## config.mk

```make
export PLATFORM = sky130hd
export DESIGN_NAME = clk_div_multi
export DESIGN_NICKNAME = d
export VERILOG_FILES = /design/src/rtl/clk_div_multi.sv
export SDC_FILE = /design/constraint.sdc
export NUM_CORES = 1
export LEC_CHECK = 0
export CAP_MARGIN = 20
export CORE_MARGIN = 5
export CORE_UTILIZATION = 30
export CTS_CLUSTER_DIAMETER = 80
export DETAILED_ROUTE_END_ITERATION = 10
export PLACE_DENSITY_LB_ADDON = 0.08
export SLEW_MARGIN = 20
export SYNTH_ARGS = -nofsm -noshare
export SYNTH_HDL_FRONTEND = slang
export SYNTH_SLANG_ARGS = --single-unit
```

## constraint.sdc

```tcl
create_clock -name clk -period 14.3 [get_ports clk]
set_input_delay 4.29 -clock clk [delete_from_list [all_inputs] [get_ports clk]]
set_output_delay 4.29 -clock clk [all_outputs]
set_load 0.02 [all_outputs]
```

## src/rtl/clk_div_multi.sv

```systemverilog
`default_nettype none
// ============================================================================
//  Module   : clk_div_multi
//  Purpose  : Multi-channel programmable clock divider. Each of CH channels
//             produces a registered square clock-enable (clk_out_o) and a
//             one-cycle tick (tick_o) once per period of P clk cycles.
//             P can be rewritten at run time. A new value is held pending and
//             applied only when the current period ends, so clk_out_o never
//             shows a runt pulse. sync_all_i restarts all enabled channels
//             in phase.
//  Ports    : clk          system clock (posedge)
//             rst_n        asynchronous active-low reset
//             en_i         [CH]  per-channel run enable
//             div_wr_i           one-cycle divisor write strobe
//             div_sel_i    [SW]  channel index for the write
//             div_val_i    [CW]  new period P (clk cycles per output cycle)
//             sync_all_i         restart every enabled channel at phase 0
//             clk_out_o    [CH]  divided square output (low phase first)
//             tick_o       [CH]  one-cycle pulse after each period wrap
//             pend_o       [CH]  written divisor waiting for a wrap
//             div_err_o          one-cycle pulse: previous write rejected
//  Revision : 1.0  initial release
// ============================================================================
module clk_div_multi #(
  parameter int CH      = 4,
  parameter int CW      = 32,
  parameter int DEF_DIV = 100_000_000,
  // Derived from CH; leave at its default.
  parameter int SW      = (CH > 1) ? $clog2(CH) : 1
) (
  input  logic          clk,
  input  logic          rst_n,
  input  logic [CH-1:0] en_i,
  input  logic          div_wr_i,
  input  logic [SW-1:0] div_sel_i,
  input  logic [CW-1:0] div_val_i,
  input  logic          sync_all_i,
  output logic [CH-1:0] clk_out_o,
  output logic [CH-1:0] tick_o,
  output logic [CH-1:0] pend_o,
  output logic          div_err_o
);

  localparam logic [CW-1:0] DEF_P = CW'(DEF_DIV);
  localparam logic [CW-1:0] MIN_P = CW'(2);

  // --------------------------------------------------------------------------
  // Write qualification, shared by all channels
  // --------------------------------------------------------------------------
  logic sel_ok;
  logic wr_ok;
  logic div_err_q;
  logic div_err_d;

  // When CH fills the whole select range every index is legal; comparing
  // would be a constant expression, so it is only built when needed.
  if (CH == (1 << SW)) begin : g_sel_full
    assign sel_ok = 1'b1;
  end else begin : g_sel_part
    localparam logic [SW:0] CH_V = (SW + 1)'(CH);
    assign sel_ok = ({1'b0, div_sel_i} < CH_V);
  end

  assign wr_ok     = div_wr_i && sel_ok && (div_val_i >= MIN_P);
  assign div_err_d = div_wr_i && !wr_ok;

  always_ff @(posedge clk or negedge rst_n) begin
    if (!rst_n) begin
      div_err_q <= 1'b0;
    end else begin
      div_err_q <= div_err_d;
    end
  end

  assign div_err_o = div_err_q;

  // --------------------------------------------------------------------------
  // Per-channel divider
  // --------------------------------------------------------------------------
  for (genvar gi = 0; gi < CH; gi++) begin : g_ch
    logic [CW-1:0] cnt_q, cnt_d;    // phase within current period, 0..P-1
    logic [CW-1:0] per_q, per_d;    // active period P
    logic [CW-1:0] nxt_q, nxt_d;    // pending period, valid when pend_q
    logic          pend_q, pend_d;
    logic          clk_q, clk_d;
    logic          tick_q, tick_d;
    logic [CW-1:0] low_len;
    logic [CW-1:0] cnt_inc;
    logic          wrap;
    logic          hit;
    logic          apply;

    // Odd periods give the extra cycle to the low phase.
    assign low_len = per_q - (per_q >> 1);
    assign cnt_inc = cnt_q + CW'(1);
    assign wrap    = (cnt_q == (per_q - CW'(1)));
    assign hit     = wr_ok && (div_sel_i == SW'(gi));

    always_comb begin
      cnt_d  = cnt_q;
      per_d  = per_q;
      nxt_d  = nxt_q;
      pend_d = pend_q;
      clk_d  = 1'b0;
      tick_d = 1'b0;
      apply  = 1'b0;

      // Priority: disable > sync > wrap > count. Every restart point is also
      // a period boundary, so a pending divisor may be applied there.
      if (!en_i[gi]) begin
        cnt_d = '0;
        apply = 1'b1;
      end else if (sync_all_i) begin
        cnt_d = '0;
        apply = 1'b1;
      end else if (wrap) begin
        cnt_d  = '0;
        apply  = 1'b1;
        tick_d = 1'b1;
      end else begin
        cnt_d = cnt_inc;
        // Output follows the next count so it changes on the same edge.
        clk_d = (cnt_inc >= low_len);
      end

      // Apply uses the value pending before this edge; a write landing on
      // the same edge becomes the next pending value.
      if (apply && pend_q) begin
        per_d  = nxt_q;
        pend_d = 1'b0;
      end
      if (hit) begin
        nxt_d  = div_val_i;
        pend_d = 1'b1;
      end
    end

    always_ff @(posedge clk or negedge rst_n) begin
      if (!rst_n) begin
        cnt_q  <= '0;
        per_q  <= DEF_P;
        nxt_q  <= DEF_P;
        pend_q <= 1'b0;
        clk_q  <= 1'b0;
        tick_q <= 1'b0;
      end else begin
        cnt_q  <= cnt_d;
        per_q  <= per_d;
        nxt_q  <= nxt_d;
        pend_q <= pend_d;
        clk_q  <= clk_d;
        tick_q <= tick_d;
      end
    end

    assign clk_out_o[gi] = clk_q;
    assign tick_o[gi]    = tick_q;
    assign pend_o[gi]    = pend_q;
  end

endmodule
`default_nettype wire

```

# Word-level counts from Yosys, hierarchy flattened
# Cells that the tools add are included.
# word_totals
reg_bits	397
input_bits	42
output_inout_bits	13
elab_cells	117
# op_classes
addsub	12
order_cmp	5
eq_ne	7
mux	52
reduce_logical	16
# op_table
op	count
$mux 32	12
$add 32x1->32 const B	4
$eq 32x32->1	4
$ge 32x32->1	4
$sub 32x1->32 const B	4
$sub 32x31->32	4
$mux 1	40
$ge 32x2->1 const B	1
$logic_and 1x1->1	10
$reduce_bool 2->1	4
$eq 2x2->1 const B	2
$eq 2x1->1 const B	1
$logic_not 2->1	1
$logic_not 1->1	1

# Longest topological paths before layout
# Gate-level depths: netlist (run 1).
# depth
word_depth	8
mapped_depth	25
depth_no_buf	25

# Least setup slack after synthesis (run 1)
# No wires, ideal clock.
# synth_timing
kind	input to register
from	in div_val_i[22]
to	reg g_ch[0].nxt_q[10]
setup_ns	0.125
arrival_time_ns	6.024
required_time_ns	14.175
slack_ns	8.151
path_stages	7
n_path_buf	2
cell_sequence	nor4_1 -> nand4_1 -> o21ai_0 -> or3_1 -> clkbuf_1 -> clkbuf_1 -> mux2_2
# synth_between
elab_chain_len	3
# synth_lines
element	line	rtl
start, declared	36	input logic [CW-1:0] div_val_i,
$ge 32x2->1	64	assign wr_ok = div_wr_i && sel_ok && (div_val_i >= MIN_P);
$logic_and 1x1->1	64	
$logic_and 1x1->1	97	assign hit = wr_ok && (div_sel_i == SW'(gi));
end signal, assigned	149	nxt_q <= nxt_d;
end, declared	83	logic [CW-1:0] nxt_q, nxt_d;
# Every way passes these cells.
# A chain may end at the register's enable or synchronous reset.

# Worst setup path after layout (run 1)
# layout_timing
from	in div_val_i[23]
to	reg g_ch[2].nxt_q[25]
# layout_between
elab_chain_len	3
# layout_lines
element	line
$ge 32x2->1	64
$logic_and 1x1->1	64
$logic_and 1x1->1	97
end signal, assigned	149
end, declared	83
# Every way passes these cells.

==> run_results.csv, run 1 <==
group,metric,value,unit
finish,final_cells,4575,
synth,synth-main-ff-cell,"dfrtp_1",
sta,hold_viol,0,
synth,synth_warnings,0,
cts,cts-root-buf,"clkbuf_16",
detailed_routing,highest_layer,"met4",
min_path,hold_class,"register to register",
finish,drive_gt1_frac,0.151,
synth,synth_area_per_cell,9.92,um^2
die,num_rows,117,
power_and_ir_drop,p_leak,15.5,nW
die,start_util,0.302,
detailed_routing,via_count,22100,
worst_setup_path,r2r_end,"g_ch[2].clk_q",
job,max_cap_violations,0,
detailed_routing,wl,89000,um
min_path,min_from,"g_ch[1].nxt_q[31]",
detailed_routing,dr_wl_met3,2390,um
worst_setup_path,critPathBufInv,2,
synth,ys_types,92,
global_route,antenna_found_initial,6,
cts,numClockSinks,397,
synth,yosysTopAreaCellShare,0.245,
worst_setup_path,cp-end-kind,"register",
min_path,min_to,"g_ch[1].per_q[31]",
worst_setup_path,rrSetupSlack,8.53,ns
placement,gp_congestion,0.818,
sta,skew,0.0260,ns
cts,numCtsBuffers,53,
global_route,overflow,0,
finish,finalCoreUtilization,0.340,
sta,slew_headroom,0.362,
placement,io_buffers,54,
detailed_routing,final_antenna_net_count,0,
detailed_routing,wl_per_cell,19.4,um
synth,ys_ff_latch,397,
finish,n_fill_cell,10300,
global_route,grt_max_degree,160,
cts,post-cts-setup-buffer-count,0,
placement,dp_cells,4472,
die,io_pins,55,
synth,synth.most_common_cell,"ha_1",
worst_setup_path,crit_fanout,22,
synth,synth_edf_count,0,
power_and_ir_drop,ir_drop,0.000101,V
worst_setup_path,required,14.81,ns
finish,final-seq-area,10100,um^2
sta,finalMaxSlewViolations,0,
synth,synthCells,3099,
finish,fin_nets,3597,
run_status,status,"complete, no violations",
sta,finalSetupTns,0,ns
power_and_ir_drop,power_density,199,nW/um^2
cts,clk_pin_slew_worst_paths,0.06,ns
worst_setup_path,crit_type,"input port to register",
worst_setup_path,path_cells,"clkdlybuf4s50_1, nor4_1, nand4_1, o21ai_0, nor2_1, nand2_1, buf_4, mux2_2",
cts,ctsResizeCount,0,
synth,synth_seq_area_share,0.327,
worst_setup_path,cp_slowest_stage_delay,0.61,ns
detailed_routing,avgViaCountPerCell,4.82,
detailed_routing,first_iter_violations,1266,
cts,hold_buffers,0,
synth,ys_async_sr_fraction,1.00,
detailed_routing,drc,0,
min_path,whs_path_depth,1,
worst_setup_path,critPathSlowestCell,"clkdlybuf4s50_1",
worst_setup_path,r2r-start,"g_ch[2].per_q[8]",
global_route,grtUsageTotal,0.164,
sta,max_clock_freq,149,MHz
die,fp.dieH,330,um
placement,hpwl,70600,um
die,die-area,109000,um^2
worst_setup_path,cp.arrival,7.21,ns
synth,synth_common_cells,"392 x ha_1, 301 x dfrtp_1, 280 x xnor2_1",
global_route,grt_pass1_vias,22800,
cts,cts_max_level,2,
synth,synthesis.area,30700,um^2
die,chipWidth,330,um
cts,clk_latency,0.64,ns
cts,cts.path.max_buffers,3,
worst_setup_path,cpLargestDelayFamily,"buffers and inverters",
detailed_routing,wl_met2,39700,um
worst_setup_path,worstRegToRegCells,18,
die,core_region_area,102000,um^2
synth,synth_area_leaders,"dfrtp_1 25%, ha_1 16%, mux2_2 8.3%",
sta,post-route-period-util,0.468,
sta,period_minus_slack,6.70,ns
cts,cts_tree,"yes",
finish,multi_input_area,19300,um^2
detailed_routing,met1Wirelength,44600,um
worst_setup_path,startpoint_type,"input port",
sta,tightest_slew,0.932,ns
synth,yosysTopAreaCell,"dfrtp_1",
sta,setup_viol_count_final,0,
sta,rsz0062_at_grt,"no",
synth,syn_nets,3537,
finish,area_delta_synth_final,12.4,%
detailed_routing,drt_pass1_iterations,5,
global_route,grt_pass1_wl,139000,um
## flip-flops by register name, summed over array words and instances (netlist names)
signal       count
g_ch.cnt_q     128
div_err_o        1
g_ch.nxt_q     128
g_ch.pend_q      4
g_ch.tick_q      4
g_ch.per_q     128
g_ch.clk_q       4
## report_power, final
part           leakage, nW  switching, mW  internal, mW  total [mW]
clock network        0.904          0.550         0.843        1.39
logic                 9.75           2.05          1.68        3.73
registers             4.88          0.348          1.39        1.74
## per-stage QoR
stage / hold slack, ns / total power, mW / instance area [um^2] / setup WS [ns]
after floorplan: 0.474 / 4.51 / 30700 / 8.15
after global placement: 0.495 / 5.46 / 32700 / 6.87
after detailed placement: 0.496 / 5.49 / 32700 / 6.96
after CTS: 0.496 / 6.96 / 34500 / 7.65
after global routing: 0.528 / 7.52 / 34500 / 7.48
final: 0.506 / 6.86 / 34600 / 7.60
## metal layers
| metal | global-route usage | vias to the layer above |
|---|---|---|
| met5 | 0 | - |
| met4 | 0.0436 | 0 |
| met3 | 0.0190 | 106 |
| met2 | 0.262 | 287 |
| met1 | 0.235 | 10700 |
| li1 | - | 10900 |
## final cells by class
class                   instances  area share
clock inverters                23     0.00869
repair buffers                 62      0.0183
diodes                          4    0.000290
clock buffers                  76      0.0446
inverters                     257      0.0279
flip-flops and latches        397       0.291
well taps                    1368      0.0495
multi-input cells            2388       0.560
## worst max path at each step
stage / from / to / slack (ns) / cells after the start
2_1_floorplan: div_val_i[22] / g_ch[0].nxt_q[10] / 8.15 / 7
3_3_place_gp: div_val_i[29] / g_ch[2].nxt_q[28] / 6.87 / 8
3_5_place_dp: div_val_i[23] / g_ch[2].nxt_q[25] / 6.96 / 8
4_1_cts: div_val_i[23] / g_ch[2].nxt_q[30] / 7.65 / 8
5_1_grt: div_val_i[17] / g_ch[2].nxt_q[30] / 7.48 / 8
6_report: div_val_i[23] / g_ch[2].nxt_q[25] / 7.60 / 8
## cells in the final DEF, fill, tap and decap left out, types with 81 or more instances in the layout
master / count
ha_1: 392
dfrtp_1: 301
xnor2_1: 280
inv_1: 257
mux2_2: 227
nor2_1: 182
nor2b_1: 152
xor2_1: 146
a21oi_1: 146
nand2_1: 122
dfstp_2: 96
nand3_1: 81
## logic make-up (layout without fill, tap and decap cells)
group	count (synthesis)	after routing	synth area share
fa+ha+maj	396	396	0.162
other cells	0	4	0
buf+inv	314	418	0.0436
flops	397	397	0.327
xor+xnor	427	427	0.122
compound gates	461	461	0.0989
mux	262	262	0.0995
simple gates	842	842	0.146
No activity file was read; power rests on OpenSTA's default activity.
==> inputs of run 2 (changes only) <==
==> constraint.sdc (replaced) <==
create_clock -name clk -period 6.8 [get_ports clk]
set_input_delay 2.04 -clock clk [delete_from_list [all_inputs] [get_ports clk]]
set_output_delay 2.04 -clock clk [all_outputs]
set_load 0.02 [all_outputs]
==> run 2 against run 1 <==
Clock-buffer cell count down 4. Core utilization decreased by 0.10 points. Sequential share of layout area increased by 0.088 points. Clock power increased by 100%. Non-clock buffer count rose by 2. Sequential power up 100%. Power grew 110%.
==> run_results.csv, run 2 (synthesis gave the netlist of run 1 again) <==
group,metric,value,unit
worst_setup_path,cp-end-kind,"register",
die,io_pins,55,
worst_setup_path,rrSetupSlack,1.44,ns
power_and_ir_drop,pwr-share-seq,0.246,
worst_setup_path,cp.arrival,5.90,ns
min_path,min_to,"g_ch[0].per_q[29]",
worst_setup_path,r2r-start,"g_ch[2].per_q[8]",
sta,hold_viol,0,
power_and_ir_drop,switchingPower,6.24,mW
sta,period_minus_slack,5.36,ns
cts,cts.path.max_buffers,3,
cts,clk_latency,0.64,ns
worst_setup_path,cp.depth,18,
worst_setup_path,cp_slowest_stage_delay,0.56,ns
detailed_routing,wl_met2,42100,um
detailed_routing,via_count,22300,
finish,area_delta_synth_final,12.1,%
worst_setup_path,crit_type,"register to register",
min_path,min_from,"g_ch[0].nxt_q[29]",
cts,cts_max_level,2,
power_and_ir_drop,combPwrFrac,0.559,
cts,post-cts-setup-buffer-count,0,
detailed_routing,final_antenna_net_count,0,
worst_setup_path,crit_fanout,5,
global_route,grt_max_degree,133,
worst_setup_path,critPathSlowestCell,"dfstp_2",
finish,fin_nets,3598,
placement,hpwl,69700,um
global_route,antenna_found_initial,8,
global_route,overflow,0,
worst_setup_path,required,7.34,ns
global_route,grtUsageTotal,0.165,
sta,rsz0062_at_grt,"no",
power_and_ir_drop,p_leak,15.5,nW
worst_setup_path,r2r_end,"g_ch[2].clk_q",
sta,setup_viol_count_final,0,
sta,slew_headroom,0.343,
power_and_ir_drop,p_int,8.10,mW
detailed_routing,met1Wirelength,42600,um
sta,finalMaxSlewViolations,0,
detailed_routing,first_iter_violations,1132,
global_route,grt_pass1_vias,22900,
detailed_routing,avgViaCountPerCell,4.88,
detailed_routing,drc,0,
cts,cts_tree,"yes",
min_path,whs_path_depth,1,
power_and_ir_drop,ir_drop,0.000191,V
job,max_cap_violations,0,
power_and_ir_drop,switching_share,0.435,
cts,clk_pin_slew_worst_paths,0.06,ns
cts,ctsResizeCount,0,
finish,mostFrequentLayoutCells,"392 x ha_1, 301 x dfrtp_1, 280 x xnor2_1, 257 x inv_1, 227 x mux2_2",
die,num_rows,117,
detailed_routing,highest_layer,"met4",
die,die-area,109000,um^2
sta,tightest_slew,0.985,ns
finish,n_fill_cell,10300,
die,chipWidth,330,um
placement,gp_congestion,0.841,
finish,finalCoreUtilization,0.339,
cts,numClockSinks,397,
worst_setup_path,startpoint_type,"register",
run_status,status,"complete, no violations",
detailed_routing,wl_per_cell,19.6,um
min_path,hold_class,"register to register",
sta,post-route-period-util,0.788,
worst_setup_path,critPathBufInv,1,
die,start_util,0.302,
finish,reg.largest.list,"g_ch.cnt_q (128), g_ch.nxt_q (128), g_ch.per_q (128)",
sta,finalSetupTns,0,ns
die,core_region_area,102000,um^2
detailed_routing,drt_pass1_iterations,4,
worst_setup_path,path_cells,"inv_1, ha_1, nor4_1, nor3b_1, o21ai_0, and4_1, o41a_1, o21bai_1, a211oi_1, o31ai_1, a21oi_1, xor2_1, ha_1, nand4_1, nor4_1, o2111ai_1, a31o_2, a21oi_1",
finish,layout.cells.most_common,"ha_1",
detailed_routing,dr_wl_met3,3230,um
placement,io_buffers,54,
cts,numCtsBuffers,52,
power_and_ir_drop,power_density,416,nW/um^2
cts,hold_buffers,0,
cts,cts-root-buf,"clkbuf_16",
global_route,grt_pass1_wl,139000,um
sta,skew,0.0243,ns
worst_setup_path,cpLargestDelayFamily,"compound AO/OA/AOI/OAI gates",
finish,drive_gt1_frac,0.150,
power_and_ir_drop,power_frac_clock,0.194,
sta,max_clock_freq,187,MHz
die,fp.dieH,330,um
detailed_routing,wl,89800,um
worst_setup_path,worstRegToRegCells,18,
## run 2: cell types whose count changed in the layout (fill, tap and decap cells not counted), moves of 2 or more
cell | previous run | this run
bufinv_16 | 5 | 2
clkbuf_1 | 10 | 12
clkbuf_16 | 53 | 55
clkinvlp_4 | 2 | 7
clkbuf_8 | 13 | 5
clkinv_4 | 3 | 1
diode_2 | 4 | 1
## run 2: area by class of cell
cell class / instances / area, um^2 / area share
Clock inverter: 25 / 229 / 0.00665
Multi-Input combinational cell: 2388 / 19300 / 0.561
Tap cell: 1368 / 1710 / 0.0497
Timing Repair Buffer: 64 / 658 / 0.0191
Clock buffer: 72 / 1490 / 0.0433
Sequential cell: 397 / 10100 / 0.292
Antenna cell: 1 / 2.50 / 0.0000726
Inverter: 257 / 965 / 0.0280
## run 2: worst max path at each step
stage                          start       endpoint
floorplan           g_ch[2].per_q[8]  g_ch[2].clk_q
global placement    g_ch[2].per_q[8]  g_ch[2].clk_q
global route        g_ch[2].per_q[8]  g_ch[2].clk_q
detailed placement  g_ch[2].per_q[8]  g_ch[2].clk_q
CTS                 g_ch[2].per_q[8]  g_ch[2].clk_q
finish              g_ch[2].per_q[8]  g_ch[2].clk_q
## run 2: power groups by stage
stage	Combinational (mW)	Sequential [mW]	Clock [mW]
after floorplan	6.20	3.27	0
after global placement	7.91	3.59	0
after detailed placement	7.99	3.60	0
after CTS	8.08	3.56	2.91
after global routing	9.09	3.61	3.00
final	8.02	3.53	2.79
## run 2: through the flow
stage / total power [mW] / hold slack, ns / setup slack (ns) / cells / instance area (um^2)
6_report: 14.3 / 0.491 / 1.44 / 4572 / 34400
3_5_place_dp: 11.6 / 0.489 / 1.39 / 4474 / 32700
3_3_place_gp: 11.5 / 0.482 / 1.55 / 4474 / 32700
2_1_floorplan: 9.48 / 0.474 / 2.33 / 3099 / 30700
5_1_grt: 15.7 / 0.506 / 0.827 / 4571 / 34400
4_1_cts: 14.6 / 0.497 / 1.37 / 4571 / 34400
## run 2: per-layer routing
metal  global-route usage  up-vias
met5                    0        -
met4               0.0379        0
met3               0.0243      100
met1                0.226    11000
met2                0.274      325
li1                     -    10900
